$ cat src/rtl/led_write_sched.sv
// LED write scheduler: 2-entry request FIFO feeding one-cycle LED register writes,
// with optional blink overlay enabled by defining LED_BLINK_EN.
module led_write_sched #(
  parameter logic [23:0] BLINK_PERIOD = 24'd12_500_000
) (
  input  logic        led_clk,
  input  logic        ledrst,
  input  logic        req_valid,
  output logic        req_ready,
  input  logic [1:0]  req_addr,
  input  logic [15:0] req_wdata,
  output logic        ledcs,
  output logic [1:0]  ledaddr,
  output logic [15:0] ledwdata,
  output logic        busy,
  output logic        blink_on
);

  typedef enum logic [1:0] {IDLE, CPU_WR, BLINK_WR} state_t;

  logic [17:0] r_mem [2];
  logic        r_wptr;
  logic        r_rptr;
  logic [1:0]  r_count;
  state_t      r_state;
  state_t      w_state_nxt;
  logic        w_push;
  logic        w_pop;
  logic        w_blink_go;
  logic [1:0]  w_head_addr;
  logic [15:0] w_head_data;
  logic        w_blink_pending;
  logic [15:0] w_blink_data;
  logic        r_ledcs;
  logic [1:0]  r_ledaddr;
  logic [15:0] r_ledwdata;
  logic [15:0] r_shadow;

  function automatic logic [15:0] f_merge(input logic [15:0] cur, input logic [1:0] a,
                                          input logic [15:0] d);
    case (a)
      2'b01:   f_merge = {cur[15:8], d[7:0]};
      2'b10:   f_merge = {d[7:0], cur[7:0]};
      default: f_merge = d;
    endcase
  endfunction

  assign req_ready   = !ledrst && (r_count != 2'd2);
  assign w_push      = req_valid && req_ready;
  assign w_head_addr = r_mem[r_rptr][17:16];
  assign w_head_data = r_mem[r_rptr][15:0];

  always_ff @(posedge led_clk) begin
    if (w_push) r_mem[r_wptr] <= {req_addr, req_wdata};
    if (ledrst) begin
      r_wptr  <= 1'b0;
      r_rptr  <= 1'b0;
      r_count <= 2'd0;
    end else begin
      if (w_push) r_wptr <= ~r_wptr;
      if (w_pop)  r_rptr <= ~r_rptr;
      case ({w_push, w_pop})
        2'b10:   r_count <= r_count + 2'd1;
        2'b01:   r_count <= r_count - 2'd1;
        default: r_count <= r_count;
      endcase
    end
  end

  // Every write occupies two cycles: the strobe slot and a mandatory return to IDLE.
  always_comb begin
    w_state_nxt = r_state;
    w_pop       = 1'b0;
    w_blink_go  = 1'b0;
    case (r_state)
      IDLE: begin
        if (r_count != 2'd0) begin
          w_pop       = 1'b1;
          w_state_nxt = CPU_WR;
        end else if (w_blink_pending) begin
          w_blink_go  = 1'b1;
          w_state_nxt = BLINK_WR;
        end
      end
      default: w_state_nxt = IDLE;
    endcase
  end

  always_ff @(posedge led_clk) begin
    if (ledrst) r_state <= IDLE;
    else        r_state <= w_state_nxt;
  end

  always_ff @(posedge led_clk) begin
    if (ledrst) begin
      r_ledcs    <= 1'b0;
      r_ledaddr  <= 2'b00;
      r_ledwdata <= 16'h0000;
      r_shadow   <= 16'h0000;
    end else begin
      r_ledcs <= 1'b0;
      if (w_pop && (w_head_addr != 2'b00)) begin
        r_ledcs    <= 1'b1;
        r_ledaddr  <= w_head_addr;
        r_ledwdata <= w_head_data;
        r_shadow   <= f_merge(r_shadow, w_head_addr, w_head_data);
      end else if (w_blink_go) begin
        r_ledcs    <= 1'b1;
        r_ledaddr  <= 2'b11;
        r_ledwdata <= w_blink_data;
      end
    end
  end

`ifdef LED_BLINK_EN
  logic [15:0] r_blink_mask;
  logic [23:0] r_blink_cnt;
  logic        r_phase;
  logic        r_blink_pending;
  logic        w_mask_wr;
  logic        w_wrap;

  assign w_mask_wr       = w_pop && (w_head_addr == 2'b00);
  assign w_wrap          = (r_blink_mask != 16'h0000) && (r_blink_cnt == BLINK_PERIOD - 24'd1);
  assign w_blink_pending = r_blink_pending;
  assign w_blink_data    = r_phase ? r_shadow : (r_shadow & ~r_blink_mask);
  assign blink_on        = (r_blink_mask != 16'h0000);

  // Clearing the mask mid-"off" phase queues exactly one restore write.
  always_ff @(posedge led_clk) begin
    if (ledrst) begin
      r_blink_mask    <= 16'h0000;
      r_blink_cnt     <= 24'd0;
      r_phase         <= 1'b0;
      r_blink_pending <= 1'b0;
    end else begin
      if (w_blink_go) r_phase <= ~r_phase;
      if (w_mask_wr) r_blink_mask <= w_head_data;
      if (w_mask_wr && (w_head_data == 16'h0000)) begin
        r_blink_cnt     <= 24'd0;
        r_blink_pending <= r_phase;
      end else begin
        if (r_blink_mask != 16'h0000)
          r_blink_cnt <= w_wrap ? 24'd0 : r_blink_cnt + 24'd1;
        if (w_blink_go)  r_blink_pending <= 1'b0;
        else if (w_wrap) r_blink_pending <= 1'b1;
      end
    end
  end
`else
  assign w_blink_pending = 1'b0;
  assign w_blink_data    = r_shadow;
  assign blink_on        = 1'b0;
`endif

  assign ledcs    = r_ledcs;
  assign ledaddr  = r_ledaddr;
  assign ledwdata = r_ledwdata;
  assign busy     = (r_count != 2'd0) || w_blink_pending || (r_state != IDLE);

endmodule
$ cat config.mk
export PLATFORM = sky130hd
export DESIGN_NAME = led_write_sched
export DESIGN_NICKNAME = d
export VERILOG_FILES = /design/src/rtl/led_write_sched.sv
export SDC_FILE = /design/constraint.sdc
export NUM_CORES = 1
export LEC_CHECK = 0
export ABC_AREA = 1
export ABC_CLOCK_PERIOD_IN_PS = 2300
export BUFFER_PORTS_ARGS = -buffer_cell sky130_fd_sc_hd__buf_2
export CAP_MARGIN = 40
export CORE_AREA = 2 2 70 72
export DETAILED_ROUTE_END_ITERATION = 16
export DIE_AREA = 0 0 72 74
export PLACE_DENSITY_LB_ADDON = 0.15
export SLEW_MARGIN = 10
export SYNTH_ARGS = -nofsm -noshare
export SYNTH_HDL_FRONTEND = slang
export SYNTH_SLANG_ARGS = --single-unit
$ cat constraint.sdc
create_clock -name led_clk -period 2.3 [get_ports led_clk]
set_input_delay 0.345 -clock led_clk [delete_from_list [all_inputs] [get_ports led_clk]]
set_output_delay 0.345 -clock led_clk [all_outputs]
set_load 0.005 [all_outputs]
# Yosys cells after proc, flatten, opt, wreduce, memory -nomap -nowiden
# Memory sizes are Yosys's and may differ from the RTL's. A register that Yosys moved wholly into a read port is not among the register bits.
# Cells that the tools add are included.
[totals]
regBits = 24
mem_bits_rw = 36
out_inout_bits = 22
n_memories = 1
[classes]
addsub = 2
n_eq_ne = 3
n_mux = 10
bitwise = 3
n_reduce_logical = 10
[memory_table]
columns = ["name", "words", "width", "rd", "rd_clocked_by_memory_dff", "wr", "line", "source"]
rows = [
  ["r_mem", 2, 18, 1, 1, 1, "21", "logic [17:0] r_mem [2];"],
]
[op_table]
columns = ["cell", "n"]
rows = [
  ["16-bit 2-to-1 mux", 1],
  ["1-bit 2-to-1 mux", 7],
  ["2-bit nonzero test", 3],
  ["2-bit case mux with 2 select lines", 1],
  ["1-bit logical AND", 3],
  ["1-bit inverter", 3],
  ["2-bit by 1-bit adder with 2-bit output, second input constant", 1],
  ["2-bit by 1-bit == test with 1-bit output, second input constant", 1],
  ["2-bit == test, second input constant", 1],
  ["2-bit logical NOT", 1],
  ["2-bit 2-to-1 mux", 1],
  ["2-bit != test, second input constant", 1],
  ["2-bit OR reduction", 1],
  ["2-bit by 1-bit subtractor with 2-bit output, second input constant", 1],
  ["1-bit logical NOT", 1],
  ["1-bit logical OR", 1],
]

# Longest topological paths before layout
# Gate-level depths: netlist (run 1).
[logic_depth]
depth_word = 5
mapped_depth = 10
mapped_depth_nobuf = 10

# Worst setup path before layout (run 1)
# Ideal clock, no wire load.
[synth_timing]
path_type = "reg-to-reg"
startpoint = "register r_count[0]"
endpoint = "memory r_mem[0][0], enable pin"
arrival_time_ns = 1.606
required_time_ns = 1.907
setup_slack_ns = 0.302
path_stages_with_launch = 5
path_buffers = 0
period_less_slack_ns = 1.998
path_cell_list = "dfxtp_1 > inv_1 > a21oi_1 > nand2_1 > nor2_1"
[synth_via]
elab_chain_cells = 5
[synth_lines]
columns = ["element", "line", "source"]
rows = [
  ["from (decl)", "24", "logic [1:0] r_count;"],
  ["from (signal assigned)", "63", "2'b10: r_count <= r_count + 2'd1;"],
  ["from (signal assigned)", "64", "2'b01: r_count <= r_count - 2'd1;"],
  ["from (signal assigned)", "65", "default: r_count <= r_count;"],
  ["2-bit != test", "48", "assign req_ready = !ledrst && (r_count != 2'd2);"],
  ["1-bit logical AND", "48", ""],
  ["named net req_ready", "9", "output logic req_ready,"],
  ["1-bit logical AND", "49", "assign w_push = req_valid && req_ready;"],
  ["1-bit 2-to-1 mux", "54", "if (w_push) r_mem[r_wptr] <= {req_addr, req_wdata};"],
  ["1-bit 2-to-1 mux (not written as such)", "54", ""],
  ["to (decl)", "21", ""],
]
# The timed path passes the listed nets, and every way through them passes these cells.

# Final worst setup path (run 1)
[layout_timing]
startpoint = "register r_count[0]"
endpoint = "register r_count[1]"
[layout_via]
elab_chain_cells = 5
[layout_lines]
columns = ["element", "line", "source"]
rows = [
  ["2-bit nonzero test / 2-bit != test (equally long branches)", "77, 48", ""],
  ["1-bit 2-to-1 mux / 1-bit logical AND (equally long branches)", "77, 48", ""],
  ["1-bit 2-to-1 mux / 1-bit logical AND (equally long branches)", "75, 49", ""],
  ["2-bit by 1-bit == test with 1-bit output / 2-bit == test (equally long branches)", "62", "case ({w_push, w_pop})"],
  ["2-bit case mux with 2 select lines / 2-bit nonzero test (equally long branches)", "--", ""],
]
# Several ways; a longest one is shown, not always the timed one.
# A chain may end at the register's enable or synchronous reset.

==> results.md, run 1 <==
- Run status: completed
- First-pass GRT wire length: 6.59 mm
- Count of yosys warnings during synthesis: 0
- Synth area leaders: edfxtp_1 (44%), dfxtp_1 (20%), nand2_1 (11%)
- Post-Syn Instances: between 200 and 250
- Total Nets Final: approximately 300
- Setup crit start kind: register
- Number of diodes: 0
- Post-Synthesis Mean Instance Area: a little over 10 um^2
- Filler cells: 383
- Final period util: 73.6%
- Met3 WL post-DR: around 170 um
- Clock latency on the worst-skew pair: ~0.32 ns
- Crit path kind: register to register
- Sequential area share after synthesis: 64.6%
- Total negative slack: 0 ns
- Clock buffer depth: 2
- Total iterations of the first detailed-routing run: 4
- Share of cells above drive strength 1: roughly a quarter
- Placement Setup Slack: 0.609 ns
- Vias per Instance: approximately 4.7
- Yosys top cell by area: edfxtp_1
- Static leakage: 1.26 nW
- WL final: between 4 and 5 mm
- Pwr dens: 1340 nW/um^2
- Hold Crit Class: primary input to register
- Share of synthesized registers carrying an async set or reset: 0%
- Tmin final: between 1.5 and 2 ns
- Fin. Hold Viols: 0
- CTS tree: done
- Starting density of the core: between 50 and 60%
- Detail Route met2 WL: ~2 mm
- Core box area: between 4000 and 5000 um^2
- Layout area overhead: 18.3%
- GP Congestion: 0.704
- Distinct cell type count after synthesis: 22
- Synthesized area: between 2000 and 2500 um^2
- Vias: ~1,600
- Post-CTS Setup Bufs: 0
- Row count: 25
- Root buf cell: clkbuf_8
- Top-area cell type share of the netlist area: 44.2%
- Antenna Nets Post-Route: 0
- Cts bufs inserted: 9
- H-tree depth: 3
- Hold bufs inserted after CTS: 0
- EDFF count, synth: 36
- CP endpoint kind: register
- Multi-input combinational cell area: between 700 and 800 um^2
- HPWL Detailed: 2.75 mm
- Register Area: ~1600 um^2
- Die area: 5330 um^2
- Worst clock skew: 0.00471 ns
- Final slew viol count: 0
- Top layer in use: met4
- DRC errors left: 0
- Die Height: 74 um
- Setup ws final: 0.606 ns
- Top-count cell post-synth: nand2_1
- Boundary Pins: 43
- Fmax: 590 MHz
- Largest net degree at the start of global routing: 23
- Main synth FF type: edfxtp_1
- Initial antenna violation count: 0
- Global route total overflow: 0
- Wire per inst: roughly 12 um
- GR Util All Layers: about 17%
- Endpoints failing setup: 0
- Worst Path Required: 2.52 ns
- Maximum vdd drop: roughly 630 uV
- RSZ-0062 raised after global routing: false
- #FFs+latches synth: 61
- Crit-path max FO: 6
- Die X: between 70 and 80 um
- Clock Sinks: 61
- CP Data Arrival Time: 1.91 ns
- Detailed Route Iter0 Violations: approximately 110
- Port Buf Inserts: ~40
- Met1 wire length: around 1.9 mm
- Synth cell count leaders: nand2_1 (70), edfxtp_1 (36), nor2_1 (28)
- CTS resizes: 0
- Clk slew on worst S/H paths: 0.06 ns
- Post-Syn Nets: 263
- Max Cap Violations: 0
- Vias in the first global route: about 1,500
==> metal layers <==
metal  vias to the layer above  global-route usage (%)
met5                         -                       0
met4                         0                    8.81
met3                         6                    4.88
met2                        36                    27.1
met1                       732                    21.1
li1                        867                       -
==> power by group <==
part	switching, W	internal [W]
clock	0.000374	0.000632
sequential	0.000163	0.00141
combinational	0.000784	0.000522
==> per-stage QoR <==
step | cells | total power, W | util (%) | cell area [um^2] | hold slack (ns)
floorplan | 241 | 0.00262 | - | 2450 | 0.414
global placement | 330 | 0.00290 | 58.3 | 2680 | 0.437
CTS | 346 | 0.00393 | 62.9 | 2890 | 0.196
finish | 346 | 0.00389 | 62.9 | 2890 | 0.208
global route | 346 | 0.00418 | 62.9 | 2890 | 0.191
detailed placement | 330 | 0.00292 | 58.3 | 2680 | 0.448
==> area by class of cell <==
class | count | share of cell area (%)
Clock inverter | 5 | 2.55
Clock buffer | 11 | 4.89
Inverter | 11 | 1.43
Sequential cell | 61 | 54.6
Multi-Input combinational cell | 159 | 26.0
Timing Repair Buffer | 45 | 8.13
Tap cell | 54 | 2.33
==> logic make-up (layout without fill, tap and decap cells) <==
group	count (synthesis)	count (layout)	synth area share, %
compound gates	9	9	1.84
other cells	1	1	0.153
buf+inv	21	72	4.60
flops	61	61	64.6
fa+ha+maj	1	1	0.511
simple gates	148	148	28.3
==> path summary, 6_finish.rpt <==
path	from	end	slack [ns]	depth (start not counted)
max	r_count[0]$_SDFFE_PP0P_	r_count[1]$_SDFFE_PP0P_	0.61	10
min	req_wdata[11]	r_mem[0][11]$_DFFE_PP_	0.21	1
max reg2reg	r_count[0]$_SDFFE_PP0P_	r_count[1]$_SDFFE_PP0P_	0.61	10
min reg2reg	r_rptr$_SDFFE_PP0P_	register	0.46	1
==> worst max-delay path: stages (launching register included) <==
cell and delay [ns]:
dfxtp_1 0.45, inv_1 0.07, a21oi_1 0.22, nand2_1 0.13, ha_1 0.30, inv_1 0.08
nand2_1 0.05, nor2_1 0.12, nand2_1 0.06, nand2_1 0.06, nor2_1 0.05
==> layout by cell type (no fill, tap or decap) <==
master,n
nand2_1,70
nor2_8,1
nand2_2,1
clkinv_1,2
nand2_4,3
nor2_2,10
nor2_1,28
edfxtp_1,36
buf_4,4
dfxtp_1,25
inv_1,10
nand3_1,17
ha_1,1
nor3_1,1
buf_2,41
conb_1,1
bufinv_16,2
a21oi_1,7
and2_0,16
nor2_4,1
clkbuf_8,10
clkbuf_1,1
o21ai_0,2
clkinv_2,2
==> state kept, by name, indices dropped and copies added, names as in the netlist, named ones only <==
register,count
ledwdata,16
r_mem,36
r_wptr,1
r_rptr,1
ledcs,1
r_count,2
r_state,1
ledaddr,2
Power figures use the tool's default switching activity.
==> inputs of run 2 (changes only) <==
--- a/config.mk
+++ b/config.mk
@@ -6,12 +6,12 @@
 export NUM_CORES = 1
 export LEC_CHECK = 0
 export ABC_AREA = 1
-export ABC_CLOCK_PERIOD_IN_PS = 2300
+export ABC_CLOCK_PERIOD_IN_PS = 1400
 export BUFFER_PORTS_ARGS = -buffer_cell sky130_fd_sc_hd__buf_2
 export CAP_MARGIN = 40
-export CORE_AREA = 2 2 70 72
+export CORE_AREA = 2 2 74 76
 export DETAILED_ROUTE_END_ITERATION = 16
-export DIE_AREA = 0 0 72 74
+export DIE_AREA = 0 0 76 78
 export PLACE_DENSITY_LB_ADDON = 0.15
 export SLEW_MARGIN = 10
 export SYNTH_ARGS = -nofsm -noshare
==> constraint.sdc (replaced) <==
create_clock -name led_clk -period 1.4 [get_ports led_clk]
set_input_delay 0.21 -clock led_clk [delete_from_list [all_inputs] [get_ports led_clk]]
set_output_delay 0.21 -clock led_clk [all_outputs]
set_load 0.005 [all_outputs]
==> run 2 against run 1 <==
Compared with the run above: the flow now finishes with violations (negative setup slack); global-route usage fell by 1.2 points; clock skew rose by 0.0047 ns; sequential power rose by 66%; sequential share of layout area fell by 2.3 points; combinational power up 92%; critical path type unchanged; largest cell class unchanged.
==> results.md, run 2 (same netlist as run 1, synthesis figures left out) <==
- Run status: finished, violations left
- Failing checks: negative setup slack
- Layout area overhead: 24.0%
- DRC errors left: 0
- Register Area: roughly 1600 um^2
- Vias per Instance: 4.44
- Non-Filler Instances: between 300 and 400
- Worst reg2reg path endpoint: r_count[1]$_SDFFE_PP0P_
- Clock latency on the worst-skew pair: between 0.3 and 0.4 ns
- Placement Setup Slack: -0.0472 ns
- Fin util: roughly 60%
- Die area: approximately 5900 um^2
- Port Buf Inserts: between 40 and 50
- CP Data Arrival Time: about 1.7 ns
- Fmax: between 600 and 700 MHz
- Setup crit start kind: register
- Largest net degree at the start of global routing: 20
- Placed Cells: 352
- Detailed Route Iter0 Violations: 108
- Worst clock skew: ~0.0094 ns
- Setup ws final: -0.0446 ns
- Final period util: 103%
- Global route total overflow: 0
- First-pass GRT wire length: approximately 6.9 mm
- Static leakage: 1.29 nW
- Most frequent cells in the layout: nand2_1 (68), buf_2 (41), edfxtp_1 (36), nor2_1 (26), dfxtp_1 (22)
- Hold bufs inserted after CTS: 0
- Root buf cell: clkbuf_8
- Die X: 76 um
- Initial antenna violation count: 0
- Row count: 26
- Crit-path max FO: 3
- R2R cell count: 10
- Hold wc startpoint: req_wdata[10]
- Total Nets Final: approximately 320
- Pwr dens: roughly 2100 nW/um^2
- WHS Endpoint: r_mem[0][10]$_DFFE_PP_
- Most flop-heavy register: r_mem
- GR Util All Layers: 15.7%
- RSZ-0062 raised after global routing: true
- Starting density of the core: 48.5%
- Post-DP Area: 2810 um^2
- Vias: about 1,600
- Filler cells: around 450
- Boundary Pins: 43
- Vias in the first global route: ~1,500
- Crit path kind: register to register
- Slowest stage delay, CP: ~0.38 ns
- Worst Path Required: 1.62 ns
- Share of cells above drive strength 1: 32.0%
- Clk slew on worst S/H paths: ~0.070 ns
- GP Congestion: ~0.74
- Cts bufs inserted: 9
- R2r setup slk: -0.04 ns
- Hold depth: 1
- CP endpoint kind: register
- Total iterations of the first detailed-routing run: 5
- Critical-path top delay cell: dfxtp_4
- H-tree depth: 3
- HPWL Detailed: roughly 2.7 mm
- WL final: around 4.2 mm
- Final slew viol count: 0
- Fin. Hold Viols: 0
- Clock Sinks: approximately 60
- Worst r2r src: r_count[0]$_SDFFE_PP0P_
- CP cell instances: inv_4, a21oi_4, nand2_2, ha_4, inv_4, nand2_2, nor2_2, nand2_1, nand2_1, nor2_1
- Multi-input combinational cell area: slightly above 800 um^2
- Max Cap Violations: 0
- Antenna Nets Post-Route: 0
- Endpoints failing setup: 1
- Max reg flops: 36
- Die Height: between 70 and 80 um
- Number of diodes: 0
- Clock buffer depth: 2
- Core box area: ~5000 um^2
- Post-route cell area: roughly 3000 um^2
- Wire per inst: 11.4 um
- Tmin final: 1.44 ns
- Hold Crit Class: primary input to register
- CTS tree: done
- Commonest non-fill, non-tap cell in the layout: nand2_1
- Total negative slack: -0.0446 ns
- Maximum vdd drop: 933 uV
-- run 2: changes by cell type in the layout (fill, tap and decap cells not counted), sizes merged --
cell,delta
bufinv,-2
buf,+8
clkinvlp,+2
inv,-1
clkbuf,+1
-- run 2: per-layer routing --
| layer | global-route usage, % | up-vias | part of all wire (%) |
|---|---|---|---|
| met5 | 0 | - | 0 |
| met4 | 9.27 | 0 | 1.9 |
| met3 | 4.53 | 8 | 4.1 |
| met2 | 24.0 | 34 | 47 |
| met1 | 20.0 | 718 | 47 |
| li1 | - | 881 | - |
-- run 2: where the power goes --
| group | total, W | switching (W) | internal [W] | leakage [nW] |
|---|---|---|---|---|
| Sequential | 0.00260 | 0.000261 | 0.00234 | 0.538 |
| Combinational | 0.00251 | 0.00144 | 0.00107 | 0.662 |
| Clock | 0.00139 | 0.000660 | 0.000730 | 0.0921 |
-- run 2: per-stage QoR --
step                hold slack (ns)  total power [W]
floorplan                     0.279          0.00442
global placement              0.397          0.00498
detailed placement            0.401          0.00501
CTS                          0.0459          0.00643
global route                 0.0411          0.00703
finish                       0.0690          0.00650
-- run 2: repair_timing --
item,CTS,global route
resized for setup,1,9
pin swaps,4,5
buffers inserted,2,0
setup endpoints to repair,1,36
-- run 2: worst max-delay path, delay by kind of cell (launching register included) --
| family | cells | cell delay, ns |
|---|---|---|
| AO/OA/AOI/OAI | 1 | 0.16 |
| flip-flops | 1 | 0.38 |
| adder cells (fa/ha/maj) | 1 | 0.25 |
| AND/OR/NAND/NOR | 6 | 0.44 |
| buffers and inverters | 2 | 0.10 |
-- run 2: worst max path at each step --
stage | slack (ns) | to | cells after the start | from
final | -0.04 | r_count[1]$_SDFFE_PP0P_ | 10 | r_count[0]$_SDFFE_PP0P_
after global routing | -0.12 | r_count[1]$_SDFFE_PP0P_ | 10 | r_count[0]$_SDFFE_PP0P_
after CTS | -0.01 | r_count[1]$_SDFFE_PP0P_ | 10 | r_count[0]$_SDFFE_PP0P_
after detailed placement | -0.05 | r_count[1]$_SDFFE_PP0P_ | 10 | r_count[0]$_SDFFE_PP0P_
after global placement | -0.004 | r_count[1]$_SDFFE_PP0P_ | 10 | r_count[0]$_SDFFE_PP0P_
after floorplan | -0.006 | r_count[1]$_SDFFE_PP0P_ | 10 | r_count[1]$_SDFFE_PP0P_
-- run 2: cell type report --
class | count | share of cell area, %
clock inverters | 4 | 0.742
well taps | 70 | 2.89
clock buffers | 12 | 5.11
repair buffers | 53 | 10.7
multi-input cells | 159 | 26.5
flip-flops and latches | 61 | 52.4
inverters | 11 | 1.65
==> inputs of run 3 (changes only) <==
--- a/config.mk
+++ b/config.mk
@@ -6,13 +6,14 @@
 export NUM_CORES = 1
 export LEC_CHECK = 0
 export ABC_AREA = 1
-export ABC_CLOCK_PERIOD_IN_PS = 1400
+export ABC_CLOCK_PERIOD_IN_PS = 1500
 export BUFFER_PORTS_ARGS = -buffer_cell sky130_fd_sc_hd__buf_2
 export CAP_MARGIN = 40
-export CORE_AREA = 2 2 74 76
+export CORE_AREA = 2 2 70 72
 export DETAILED_ROUTE_END_ITERATION = 16
-export DIE_AREA = 0 0 76 78
+export DIE_AREA = 0 0 72 74
 export PLACE_DENSITY_LB_ADDON = 0.15
+export SKIP_CTS_REPAIR_TIMING = 1
 export SLEW_MARGIN = 10
 export SYNTH_ARGS = -nofsm -noshare
 export SYNTH_HDL_FRONTEND = slang
==> constraint.sdc (replaced) <==
create_clock -name led_clk -period 1.5 [get_ports led_clk]
set_input_delay 0.225 -clock led_clk [delete_from_list [all_inputs] [get_ports led_clk]]
set_output_delay 0.225 -clock led_clk [all_outputs]
set_load 0.005 [all_outputs]
==> run 3 against run 2 <==
Compared with the run above: the run now ends clean; fmax fell by 2.5%; critical path depth decreased by 4; non-clock buffer count is 1 higher; final cell count down 4.1%; first-iteration DRC count decreased by 19%; die area is 10% lower; worst hold slack improved by 0.020 ns; register-to-register slack improved by 0.06 ns; sequential power is 7% lower; cell area fell by 0.45%; largest cell class unchanged.
==> results.md, run 3 (same netlist as run 1, synthesis figures left out) <==
- Detailed Route Iter0 Violations: 87
- Top layer in use: met4
- RSZ-0062 raised after global routing: true
- HPWL Detailed: around 2.8 mm
- Total iterations of the first detailed-routing run: 4
- Tmin final: 1.48 ns
- GR Util All Layers: approximately 17%
- Total negative slack: 0 ns
- Critical-path top delay cell: dfxtp_4
- Post-route cell area: just over 3000 um^2
- Crit path kind: register to register
- Endpoints failing setup: 0
- Clk slew on worst S/H paths: roughly 0.07 ns
- Clock latency on the worst-skew pair: roughly 0.32 ns
- Static leakage: ~1.3 nW
- WL final: between 4 and 5 mm
- Filler cells: 385
- Most flop-heavy register: r_mem
- Fin. Hold Viols: 0
- Max Cap Violations: 0
- Die X: 72 um
- Clock buffer depth: 2
- Starting density of the core: 53.2%
- Worst clock skew: 0.00905 ns
- CP Data Arrival Time: ~1.5 ns
- Die Height: between 70 and 80 um
- Die area: ~5300 um^2
- Share of cells above drive strength 1: between 30 and 40%
- Vias in the first global route: ~1,300
- Slowest stage delay, CP: 0.40 ns
- H-tree depth: 3
- CP cell instances: inv_4, a21oi_4, nand2_2, buf_4, nor2_4, clkbuf_16
- Wire per inst: around 13 um
- Fmax: about 670 MHz
- Commonest non-fill, non-tap cell in the layout: nand2_1
- Initial antenna violation count: 0
- Post-DP Area: approximately 2800 um^2
- Detail Route met2 WL: roughly 2.2 mm
- Global route total overflow: 0
- Pwr dens: a little over 2000 nW/um^2
- Worst Path Required: approximately 1.5 ns
- Met1 wire length: roughly 2.1 mm
- Row count: 25
- Port Buf Inserts: about 40
- Setup crit start kind: register
- GP Congestion: 0.774
- Crit-path max FO: 6
- Antenna Nets Post-Route: 0
- Most frequent cells in the layout: nand2_1 (69), buf_2 (41), edfxtp_1 (36), nor2_1 (26), dfxtp_1 (24)
- CTS tree: done
- Clock Sinks: 61
- Vias: 1,660
- First-pass GRT wire length: roughly 6.4 mm
- Vias per Instance: between 4 and 5
- Number of diodes: 0
- Run status: completed
- Met3 WL post-DR: a little under 200 um
- Total Nets Final: about 320
- Maximum vdd drop: 1140 uV
- Layout area overhead: 23.5%
- Final period util: a little under 100%
- Final slew viol count: 0
- Cts bufs inserted: 9
- Core box area: about 4600 um^2
- Largest net degree at the start of global routing: 19
- Root buf cell: clkbuf_8
- Hold Crit Class: primary input to register
- Boundary Pins: 43
- Total power: between 0.006 and 0.007 W
- Max reg flops: 36
- DRC errors left: 0
- CP endpoint kind: register
==> run 3: stage by stage <==
stage	util [%]	setup WS, ns	hold WS (ns)	std cells
after detailed placement	60.1	0.0371	0.416	336
after CTS	64.2	0.0103	0.0698	352
after global routing	65.7	-0.0497	0.0748	355
after global placement	60.1	0.0614	0.413	336
after floorplan	-	0.00425	0.294	241
final	65.7	0.0177	0.0891	355
==> run 3: critical path, delay by kind of cell (launching register included) <==
family	cells	cell delay [ns]
compound gates	1	0.16
buf+inv	3	0.37
flops	1	0.40
simple gates	2	0.28
==> run 3: path summary, 6_finish.rpt <==
kind	start	to	slack, ns	cells past startpoint
hold reg to reg	ledaddr[1]$_SDFFE_PP0P_	ledaddr[1]$_SDFFE_PP0P_	0.47	2
setup reg to reg	r_count[0]$_SDFFE_PP0P_	r_mem[0][17]$_DFFE_PP_	0.02	6
setup / recovery	r_count[0]$_SDFFE_PP0P_	r_mem[0][17]$_DFFE_PP_	0.02	6
hold / removal	req_wdata[5]	r_mem[0][5]$_DFFE_PP_	0.09	1
==> run 3: per-layer routing <==
layer  vias up  track usage [%]
met2        40             25.6
li1        888                -
met4         0             7.55
met3         4             6.50
met5         -                0
met1       728             21.2
==> run 3: power by group <==
part / leakage, nW / switching [W] / internal, W / total (W)
clock: 0.0887 / 0.000637 / 0.000755 / 0.00139
sequential: 0.537 / 0.000253 / 0.00217 / 0.00243
combinational: 0.677 / 0.00131 / 0.000959 / 0.00226
total: 1.30 / 0.00220 / 0.00389 / 0.00608
==> run 3: area by class of cell <==
class,instances,area [um^2],area share [%]
Clock inverter,7,66.3,2.19
Multi-Input combinational cell,159,786,26.0
Timing Repair Buffer,54,349,11.6
Inverter,11,43.8,1.45
Tap cell,54,67.6,2.24
Sequential cell,61,1590,52.5
Clock buffer,9,124,4.10
